<file path="config.mk">
export PLATFORM = sky130hd
export DESIGN_NAME = bp_update_sched
export DESIGN_NICKNAME = d
export VERILOG_FILES = /design/src/rtl/bp_update_sched.sv
export SDC_FILE = /design/constraint.sdc
export NUM_CORES = 1
export LEC_CHECK = 0
export ABC_AREA = 1
export BUFFER_PORTS_ARGS = -buffer_cell sky130_fd_sc_hd__clkbuf_2
export CORE_ASPECT_RATIO = 0.9
export CORE_MARGIN = 1.5
export CORE_UTILIZATION = 40
export CTS_CLUSTER_SIZE = 12
export DETAILED_ROUTE_END_ITERATION = 7
export PLACE_DENSITY_LB_ADDON = 0.12
export SYNTH_ARGS = -nofsm -noshare
export SYNTH_HDL_FRONTEND = slang
export SYNTH_SLANG_ARGS = --single-unit
</file>
<file path="constraint.sdc">
create_clock -name clk -period 5.8 [get_ports clk]
set_input_delay 1.16 -clock clk [delete_from_list [all_inputs] [get_ports clk]]
set_output_delay 1.16 -clock clk [all_outputs]
set_load 0.01 [all_outputs]
</file>
<file path="src/rtl/bp_update_sched.sv">
`default_nettype none
// ============================================================================
//  Module   : bp_update_sched
//  Purpose  : Branch-predictor update scheduler. Queues resolved control-flow
//             updates from the execute stage and drains them, one per cycle,
//             into the BHT / BTB / RPCT write port. After reset or on a clear
//             request it first sweeps every set to invalidate all three tables.
//  Revision : 1.0  initial release
// ----------------------------------------------------------------------------
//  Ports
//    clk         in   rising-edge clock
//    reset       in   synchronous active-high reset
//    upd_valid   in   update request from execute stage
//    upd_ready   out  queue can accept (not full, not in reset)
//    upd_kind    in   00 cond branch, 01 direct jump, 10 jr ra/jalr, 11 drop
//    upd_pc      in   pc of the resolved instruction
//    upd_target  in   resolved target
//    upd_taken   in   resolved direction
//    clear_req   in   pulse: invalidate all tables, flush queue
//    wr_stall    in   table write port busy this cycle
//    tbl_we      out  table write strobe
//    tbl_sel     out  one-hot table select {RPCT, BTB, BHT}; 111 while clearing
//    tbl_clear   out  write an invalid (all-zero) entry
//    tbl_index   out  set index
//    tbl_pc      out  entry pc
//    tbl_target  out  entry target
//    tbl_taken   out  entry direction
//    init_done   out  high while in RUN
// ============================================================================
module bp_update_sched #(
    parameter int SET_NUM    = 8,
    parameter int FIFO_DEPTH = 4
) (
    input  logic                       clk,
    input  logic                       reset,
    input  logic                       upd_valid,
    output logic                       upd_ready,
    input  logic [1:0]                 upd_kind,
    input  logic [31:0]                upd_pc,
    input  logic [31:0]                upd_target,
    input  logic                       upd_taken,
    input  logic                       clear_req,
    input  logic                       wr_stall,
    output logic                       tbl_we,
    output logic [2:0]                 tbl_sel,
    output logic                       tbl_clear,
    output logic [$clog2(SET_NUM)-1:0] tbl_index,
    output logic [31:0]                tbl_pc,
    output logic [31:0]                tbl_target,
    output logic                       tbl_taken,
    output logic                       init_done
);

    localparam int IDX_W = $clog2(SET_NUM);
    localparam int PTR_W = $clog2(FIFO_DEPTH);
    localparam int CNT_W = PTR_W + 1;

    localparam logic [IDX_W-1:0] c_LAST_IDX = IDX_W'(SET_NUM - 1);
    localparam logic [CNT_W-1:0] c_FULL     = CNT_W'(FIFO_DEPTH);

    typedef enum logic [0:0] {
        ST_CLEAR = 1'b0,
        ST_RUN   = 1'b1
    } state_t;

    state_t            r_state;
    state_t            w_state_nxt;
    logic [IDX_W-1:0]  r_clr_idx;
    logic [IDX_W-1:0]  w_clr_idx_nxt;

    // Queue storage: data arrays carry no reset, validity is tracked by r_count.
    logic [1:0]        r_fifo_kind   [FIFO_DEPTH];
    logic [31:0]       r_fifo_pc     [FIFO_DEPTH];
    logic [31:0]       r_fifo_target [FIFO_DEPTH];
    logic              r_fifo_taken  [FIFO_DEPTH];
    logic [PTR_W-1:0]  r_wr_ptr;
    logic [PTR_W-1:0]  r_rd_ptr;
    logic [CNT_W-1:0]  r_count;

    logic              w_enq;
    logic              w_deq;
    logic [1:0]        w_head_kind;
    logic [31:0]       w_head_pc;

    assign upd_ready   = !reset && (r_count != c_FULL);
    assign w_head_kind = r_fifo_kind[r_rd_ptr];
    assign w_head_pc   = r_fifo_pc[r_rd_ptr];

    // Kind 11 completes the handshake but never occupies a slot. A clear in
    // the same cycle discards the incoming entry together with the queue.
    assign w_enq = upd_valid && upd_ready && (upd_kind != 2'b11) && !clear_req;
    assign w_deq = (r_state == ST_RUN) && (r_count != '0) && !wr_stall
                   && !clear_req && !reset;

    // ------------------------------------------------------------------
    // State register
    // ------------------------------------------------------------------
    always_ff @(posedge clk) begin
        if (reset) begin
            r_state   <= ST_CLEAR;
            r_clr_idx <= '0;
        end else begin
            r_state   <= w_state_nxt;
            r_clr_idx <= w_clr_idx_nxt;
        end
    end

    // ------------------------------------------------------------------
    // Next state and table-port outputs
    // ------------------------------------------------------------------
    always_comb begin
        w_state_nxt   = r_state;
        w_clr_idx_nxt = r_clr_idx;
        tbl_we        = 1'b0;
        tbl_sel       = 3'b000;
        tbl_clear     = 1'b0;
        tbl_index     = '0;
        tbl_pc        = '0;
        tbl_target    = '0;
        tbl_taken     = 1'b0;
        init_done     = 1'b0;

        case (r_state)
            ST_CLEAR: begin
                if (!wr_stall && !reset) begin
                    tbl_we    = 1'b1;
                    tbl_sel   = 3'b111;
                    tbl_clear = 1'b1;
                    tbl_index = r_clr_idx;
                end
                if (clear_req) begin
                    w_clr_idx_nxt = '0;
                end else if (!wr_stall) begin
                    if (r_clr_idx == c_LAST_IDX) begin
                        w_state_nxt   = ST_RUN;
                        w_clr_idx_nxt = '0;
                    end else begin
                        w_clr_idx_nxt = r_clr_idx + IDX_W'(1);
                    end
                end
            end
            ST_RUN: begin
                init_done = !reset;
                if (w_deq) begin
                    tbl_we     = 1'b1;
                    tbl_index  = w_head_pc[IDX_W+1:2];
                    tbl_pc     = w_head_pc;
                    tbl_target = r_fifo_target[r_rd_ptr];
                    tbl_taken  = r_fifo_taken[r_rd_ptr];
                    case (w_head_kind)
                        2'b00:   tbl_sel = 3'b001;
                        2'b01:   tbl_sel = 3'b010;
                        default: tbl_sel = 3'b100;
                    endcase
                end
                if (clear_req) begin
                    w_state_nxt   = ST_CLEAR;
                    w_clr_idx_nxt = '0;
                end
            end
            default: begin
                w_state_nxt   = ST_CLEAR;
                w_clr_idx_nxt = '0;
            end
        endcase
    end

    // ------------------------------------------------------------------
    // Update queue control
    // ------------------------------------------------------------------
    always_ff @(posedge clk) begin
        if (reset || clear_req) begin
            r_wr_ptr <= '0;
            r_rd_ptr <= '0;
            r_count  <= '0;
        end else begin
            if (w_enq) begin
                r_wr_ptr <= r_wr_ptr + PTR_W'(1);
            end
            if (w_deq) begin
                r_rd_ptr <= r_rd_ptr + PTR_W'(1);
            end
            case ({w_enq, w_deq})
                2'b10:   r_count <= r_count + CNT_W'(1);
                2'b01:   r_count <= r_count - CNT_W'(1);
                default: r_count <= r_count;
            endcase
        end
    end

    always_ff @(posedge clk) begin
        if (w_enq) begin
            r_fifo_kind[r_wr_ptr]   <= upd_kind;
            r_fifo_pc[r_wr_ptr]     <= upd_pc;
            r_fifo_target[r_wr_ptr] <= upd_target;
            r_fifo_taken[r_wr_ptr]  <= upd_taken;
        end
    end

endmodule
`default_nettype wire

</file>
# --- Yosys cells after proc, flatten, opt, wreduce, memory -nomap -nowiden ---
# Memories as Yosys holds them, arrays and structs flattened. A register that Yosys moved wholly into a read port is not among the register bits.
# Cells that the tools add are included.
op_classes:
  div_mod_pow: 0
  addsub: 5
  muxes: 39
  n_eq_ne: 8
  n_lt_le_gt_ge: 0
  multipliers: 0
  shifts: 0
  n_bitwise: 1
  n_reduce_logical: 17
op_table:
  columns: ["operator", "n"]
  rows:
  - ["$mux W32", 4]
  - ["$pmux W3 S2", 5]
  - ["$mux W3", 8]
  - ["$mux W2", 8]
  - ["$mux W1", 12]
  - ["$logic_and A1 B1 Y1", 9]
  - ["$add A3 B1 Y3 const B", 2]
  - ["$ne A3 B3 Y1 const B", 2]
  - ["$add A2 B1 Y2 const B", 2]
  - ["$eq A2 B1 Y1 const B", 2]
  - ["$ne A2 B2 Y1 const B", 2]
  - ["$pmux W1 S2", 2]
  - ["$eq A3 B3 Y1 const B", 1]
  - ["$logic_not A1 Y1", 3]
  - ["$reduce_bool A3 Y1", 1]
  - ["$sub A3 B1 Y3 const B", 1]
  - ["$eq A2 B2 Y1 const B", 1]
  - ["$logic_not A2 Y1", 1]
  - ["$reduce_and A2 Y1", 1]
  - ["$reduce_bool A2 Y1", 1]
  - ["$logic_or A1 B1 Y1", 1]
  - ["$not A1 Y1", 1]
word_totals:
  elab_cells: 79
  in_bits: 72
  memories: 4
  romBits: 0
  mem_bits_rw: 268
  latchBits: 0
  output_inout_bits: 75
  regBits: 11
mem_list:
  columns: ["name", "depth", "word_bits", "rd", "rd_clocked_by_memory_dff", "wr", "line_no", "text"]
  rows:
  - ["r_fifo_pc", 4, 32, 1, 1, 1, "73", "logic [31:0] r_fifo_pc [FIFO_DEPTH];"]
  - ["r_fifo_target", 4, 32, 1, 1, 1, "74", "logic [31:0] r_fifo_target [FIFO_DEPTH];"]
  - ["r_fifo_kind", 4, 2, 1, 1, 1, "72", "logic [1:0] r_fifo_kind [FIFO_DEPTH];"]
  - ["r_fifo_taken", 4, 1, 1, 1, 1, "75", "logic r_fifo_taken [FIFO_DEPTH];"]

# --- Depth between registers and ports, before layout ---
# Gate-level depths: netlist of run 1.
logic_depth:
  ltp_word: 7
  mapped_depth: 13
  ltp_nobuf: 13

# --- Least setup slack after synthesis of run 1 ---
# OpenSTA, ideal clock, no wires.
synth_path:
  path_kind: "input to register"
  startpoint: "input reset"
  endpoint: "memory r_fifo_kind[0][0], enable pin"
  n_path_buf: 1
  arrival_time_ns: 4.477
  setup_time_ns: 0.492
  slack_ns: 0.831
  t_required_ns: 5.308
  stages: 6
  cell_sequence: "buf_6 inv_1 nand2_1 nor2_1 inv_1 nor2_1"
synth_between:
  elab_chain_cells: 7
synth_rtl:
  columns: ["item", "line_no", "text"]
  rows:
  - ["from (decl)", "35", "input logic reset,"]
  - ["$logic_not A1 Y1", "85", "assign upd_ready = !reset && (r_count != c_FULL);"]
  - ["$logic_and A1 B1 Y1", "85", null]
  - ["$logic_and A1 B1 Y1 (3 in a row)", "91", "assign w_enq = upd_valid && upd_ready && (upd_kind != 2'b11) && !clear_req;"]
  - ["$mux W1", "192", "if (w_enq) begin"]
  - ["$mux W1 (not written as such)", "193", "r_fifo_kind[r_wr_ptr] <= upd_kind;"]
  - ["to (decl)", "72", null]
# Every way passes these cells.

==> metrics.txt, run 1 <==
failing checks DRC; htree depth 1; Power Total 4.16 mW; final hold violations 0; Post-Synth Adder-Cell Area less than 1%; LEAKAGE between 4 and 5 nW; number of global-route vias before repair 6953; Clk pin slew, worst setup/hold paths 60 ps; initial antenna violation count 1; status complete, but fails checks; Worst EP required 4640 ps; Die Area 29300 um2; drt first pass iters 8; Slew HR 27.4%; RSZ-0062 raised after global routing false; Critical Path Sink Type primary output; Cell Pwr Density approximately 310 nW/um2; hold depth 1; maximum VDD drop roughly 0.25 mV; post-synthesis cell area 11300 um2; number of synthesized flops with an enable pin 268; Max Cap Viol 0; routed wire length 24600 um; Final Net Count 1135; largest net degree at the start of global routing between 100 and 150; setup TNS 0 ps; Die Y-Extent 162 um; combinational family with the most area after synthesis simple AND/OR/NAND/NOR gates; synth warn 0; Critical Path Fanout Max 78; Worst Hold Class register to register; Mean Syn Cell Area 12.3 um2; std cell rows 58; r2r endpoint r_fifo_pc[3][24]; first-pass GRT wire length 37900 um; ys async rst share 0%; clk_lat worst skew between 500 and 600 ps; Worst Tran Pin Value between 1000 and 1500 ps; per-cell routed wire length 17.1 um; Primary FF master, synth edfxtp_1; hold_sp r_count[0]; DR vias/cell 4.90; syn nets 1001; starting density of the core between 40% and 50%; post-route ant nets 0; Clock Tree Buf Depth 3; cts repair resizes 0; Synth Area in XOR/XNOR 0%; most frequent cells after synthesis nor2_1 (282), edfxtp_1 (268), o21ai_0 (70); Slew Limit Fails 0; Place WS 1760 ps; Post-Synth Simple-Gate Area roughly an eighth; Tcrit/Tclk final 71.5%; dpl hpwl 13000 um; post-synthesis compound-gate area fraction 9.93%; mux contribution to synthesized area 0%; dpl cells around 1400; Remaining Overflow, GRT 0; Synth cell types 24; Core Region 27900 um2; clock sinks 281; Clock Skew approximately 14 ps; CTS buffer count 30; Worst Hold End r_count[0]; Startpoint Class register; Final min period slightly above 4000 ps; Final WS setup 1660 ps; CTS Hold Bufs 0; Synth Register Bits 281; WS Path Type register to primary output; Layout area overhead 17.5%; reg-to-reg startpoint r_count[0]; die width ~180 um; most frequent cell after synthesis nor2_1; CP arrival 2980 ps; Clock Tree Root clkbuf_16; TritonCTS clock tree yes; layout cells sized above 1 22.2%; top cell type's share of synthesized area just over 70%; sequential-to-total area share from yosys stat 73.5%; post-synth top area cell edfxtp_1; Final Wtd Congestion between 0.7 and 0.8; Port Buffers 146; internal reg-to-reg setup slack 3240 ps; reg2reg path depth 7; Final setup viols 0; DRC violations left 20; GR Util All Layers 16.7%; fmax 241 MHz; Cells after Synth 921; final non-filler cell total ~1400; via count 7051; 1st-iter DRT viols between 300 and 400; most area-consuming cells after synthesis edfxtp_1 (71%), nor2_1 (9.4%), o21ai_0 (3.1%); Ports between 100 and 150; setup bufs post-CTS 0
[metal layers]
layer / routed length, um / global-route usage, % / vias to the layer above
met5: 0 / 0 / -
met3: 1220 / 3.09 / 40
met1: 11300 / 22.1 / 3373
met2: 11600 / 28.7 / 145
met4: 514 / 4.09 / 0
li1: - / - / 3493
[cells by family (layout without fill, tap and decap cells)]
kind of cell    Yosys count  after routing
buf+inv                  82            237
compound gates          202            202
flops                   281            281
other cells               0              2
fa+ha+maj                 8              8
simple gates            348            348
[sequential cells by signal, summed over array words and instances, names as in the netlist, named ones only]
signal and flops:
r_clr_idx 3, r_count 3, r_fifo_kind 8, r_fifo_pc 128
r_fifo_taken 4, r_fifo_target 128, r_rd_ptr 2, r_state 1
r_wr_ptr 2
[through the flow]
step           utilization, %  hold slack, ps  instance area [um2]
2_1_floorplan               -             422                11300
3_3_place_gp             44.2             436                12300
3_5_place_dp             44.2             445                12300
4_1_cts                  47.7             452                13300
5_1_grt                  47.7             482                13300
6_report                 47.7             447                13300
[cell usage in the layout (no fill, tap or decap), drive strengths merged]
| cell type | n |
|---|---|
| inv | 30 |
| edfxtp | 268 |
| o21ai | 132 |
| nor3 | 1 |
| a21oi | 69 |
| buf | 8 |
| fa | 1 |
| nand3 | 13 |
| ha | 7 |
| dfxtp | 13 |
| nand4 | 2 |
| clkinv | 9 |
| nand2 | 47 |
| a211oi | 1 |
| nor2 | 285 |
| bufinv | 2 |
| clkbuf | 188 |
| diode | 2 |
[how the worst max path moves through the flow]
stage	end	slack, ps	cells past startpoint
2_1_floorplan	r_fifo_kind[0][0]	830	6
3_3_place_gp	tbl_taken	1800	7
3_5_place_dp	tbl_taken	1760	7
4_1_cts	tbl_pc[29]	1550	5
5_1_grt	tbl_pc[27]	1380	5
6_report	tbl_pc[31]	1660	6
[final cells by class]
cell class	instances	area (um2)
flip-flops and latches	281	8310
well taps	360	450
diodes	2	5.00
clock buffers	42	857
repair buffers	154	828
clock inverters	11	98.8
multi-input cells	558	2620
fillers	2538	14600
inverters	30	115
[critical path, stage by stage (launching register included)]
cell and delay (ps):
dfxtp_4 780, buf_4 810, nor2_1 110, nor2_1 110, o21ai_0 170, a21oi_1 240
clkbuf_2 180
[report_power, final]
part	switching [mW]	internal [mW]
combinational	0.0565	0.0289
sequential	0.00384	2.24
clock	0.733	1.11
(Power assumes the default switching activity.)
==> run 2: changes to the inputs <==
--- a/config.mk
+++ b/config.mk
@@ -5,7 +5,7 @@
 export SDC_FILE = /design/constraint.sdc
 export NUM_CORES = 1
 export LEC_CHECK = 0
-export ABC_AREA = 1
+export ABC_AREA = 0
 export BUFFER_PORTS_ARGS = -buffer_cell sky130_fd_sc_hd__clkbuf_2
 export CORE_ASPECT_RATIO = 0.9
 export CORE_MARGIN = 1.5
==> constraint.sdc (replaced) <==
create_clock -name clk -period 3.65 [get_ports clk]
set_input_delay 0.73 -clock clk [delete_from_list [all_inputs] [get_ports clk]]
set_output_delay 0.73 -clock clk [all_outputs]
set_load 0.01 [all_outputs]
==> run 2 against run 1 <==
The run now ends clean. Register-to-register slack got worse by 2300 ps. Hold slack worse by 46 ps. Sequential power increased by 59%. Cell count is 26% lower. First-iteration DRC count is 4.6% higher. Critical path type unchanged. Synthesized cell count fell by 44%. Largest power group unchanged. Sequential cell count is the same. Count of clock-buffer cells in the layout up 1. Wire length is 7.8% lower.
==> metrics.txt, run 2 <==
RSZ-0062 raised after global routing false; largest net degree at the start of global routing 37; Clk pin slew, worst setup/hold paths about 60 ps; setup TNS 0 ps; TritonCTS clock tree yes; routed wire length 22700 um; Core Region around 27000 um2; Layout area overhead 19.1%; Cells after Synth about 520; die width 178 um; setup bufs post-CTS 0; Critical Path Fanout Max 25; top cell type's share of synthesized area 73.3%; critical path's slowest cell or3_2; Die Y-Extent approximately 160 um; design area around 13000 um2; Ports around 150; Top Layer Used met5; drt first pass iters 4; synth warn 0; worst path bufs/invs 2; biggest regs r_fifo_pc: 128 flops, r_fifo_target: 128 flops, r_fifo_kind: 8 flops; clk_lat worst skew 550 ps; most area-consuming cells after synthesis edfxtp_1 (73%), mux4_2 (13%), and3_1 (3.7%); Die Area 28400 um2; final hold violations 0; Final min period 3280 ps; Clock Skew approximately 18 ps; number of synthesized flops with an enable pin roughly 270; initial antenna violation count 3; via count between 5000 and 6000; Worst path max stage delay 770 ps; GR Util All Layers 16.2%; M1 wire length 10100 um; length of routed met3 wiring 1470 um; Slew Limit Fails 0; post-route ant nets 0; Remaining Overflow, GRT 0; Synth Register Bits 281; CP arrival 2550 ps; number of global-route vias before repair 5883; Final Wtd Congestion 0.754; Worst Tran Pin Value roughly 670 ps; Synth cell types 31; Slew HR 55.1%; Port Buffers 146; placed inst area about 12000 um2; cell class contributing the biggest share of worst-path delay simple AND/OR/NAND/NOR gates; Mean Syn Cell Area about 21 um2; Power Total 6.53 mW; maximum VDD drop 0.274 mV; most frequent cells after synthesis edfxtp_1 (268), and3_1 (65), mux4_2 (62); 1st-iter DRT viols a little over 400; Clock Tree Buf Depth 3; LEAKAGE between 4 and 5 nW; fmax 304 MHz; clock sinks 281; status finished clean; # fillers 2282; Worst Hold Class primary input to register; std cell rows 57; Cell Pwr Density 499 nW/um2; DRC violations left 0; CTS buffer count 30; most frequent cell after synthesis edfxtp_1; sequential-to-total area share from yosys stat 75.7%; Worst EP required 2920 ps; ys async rst share 0%; Max Cap Viol 0; first-pass GRT wire length 34500 um; starting density of the core 40.7%; dpl hpwl 13800 um; most common cell after layout, fill and taps aside edfxtp_1; Final Net Count 764; cell breakdown of the critical path or3_2 -> buf_4 -> and3_1 -> a21o_1 -> clkbuf_2; cts repair resizes 0; syn nets 595; DR vias/cell 5.13; post-synthesis cell area ~11000 um2; routed wl met2 10600 um; post-synth top area cell edfxtp_1; most frequent cells in the layout edfxtp_1 (268), clkbuf_2 (146), and3_1 (65), mux4_2 (62), clkbuf_16 (32); Clock Tree Root clkbuf_16; layout cells sized above 1 between 30 and 40%; Critical Path Sink Type primary output; WS Path Type register to primary output; per-cell routed wire length ~21 um; CTS Hold Bufs 0; Primary FF master, synth edfxtp_1; htree depth 1; Startpoint Class register; Final setup viols 0; Tcrit/Tclk final 90.0%
[run 2: cell types whose count changed after synthesis, sizes merged, moves of 4 or more]
cell / previous run / this run
xor2: 0 / 4
o21ai: 132 / 4
nor2: 285 / 13
mux4: 0 / 67
and2: 0 / 5
a21o: 0 / 5
inv: 30 / 9
a21oi: 69 / 7
buf: 37 / 18
and3: 0 / 65
nand2: 47 / 5
nand3: 13 / 1
[run 2: worst reg2reg max path, stage by stage (launching register included)]
cell and delay (ps):
dfxtp_1 450, or3_2 520, nand2_1 260, inv_1 140
ha_1 200, inv_1 70, fa_1 370, xor2_1 170
or3_1 310, a21oi_1 140
[run 2: worst paths after layout]
check / start / end / slack, ps / cells after the start
max reg2reg: r_count[2] / r_count[2] / 950 / 9
min: upd_pc[2] / r_fifo_pc[0][2] / 400 / 1
max: r_count[0] / tbl_index[0] / 370 / 5
min reg2reg: r_clr_idx[2] / r_clr_idx[2] / 510 / 2
[run 2: logic make-up after synthesis]
kind of cell | share of synthesized area [%]
flip-flops | 75.7
AO/OA/AOI/OAI | 1.16
adder cells (fa/ha/maj) | 0.980
multiplexers | 14.0
XOR/XNOR | 0.399
AND/OR/NAND/NOR | 5.21
buffers and inverters | 2.56
[run 2: cell type report]
cell class	count	area, um2	area share [%]
Clock inverter	12	78.8	0.603
Multi-Input combinational cell	195	2400	18.4
Sequential cell	281	8320	63.6
Tap cell	354	443	3.39
Timing Repair Buffer	167	951	7.27
Clock buffer	43	852	6.52
Inverter	9	33.8	0.258
Antenna cell	1	2.50	0.0191
[run 2: through the flow]
stage	hold slack, ps	util, %	cells	worst slack, ps
floorplan	468	-	515	218
global placement	499	45.0	1006	651
detailed placement	497	45.0	1006	514
CTS	380	48.5	1061	314
global route	387	48.5	1061	228
finish	401	48.5	1062	365
[run 2: routing by layer]
layer / vias up / GRT usage [%]
met2: 165 / 26.0
met3: 36 / 3.76
met1: 2775 / 22.5
met5: - / 0
li1: 2464 / -
met4: 4 / 4.24
[run 2: where the power goes]
group	switching (mW)	internal [mW]	total, mW
registers	0.00569	3.55	3.56
logic	0.0786	0.0549	0.133
clock network	1.15	1.68	2.83
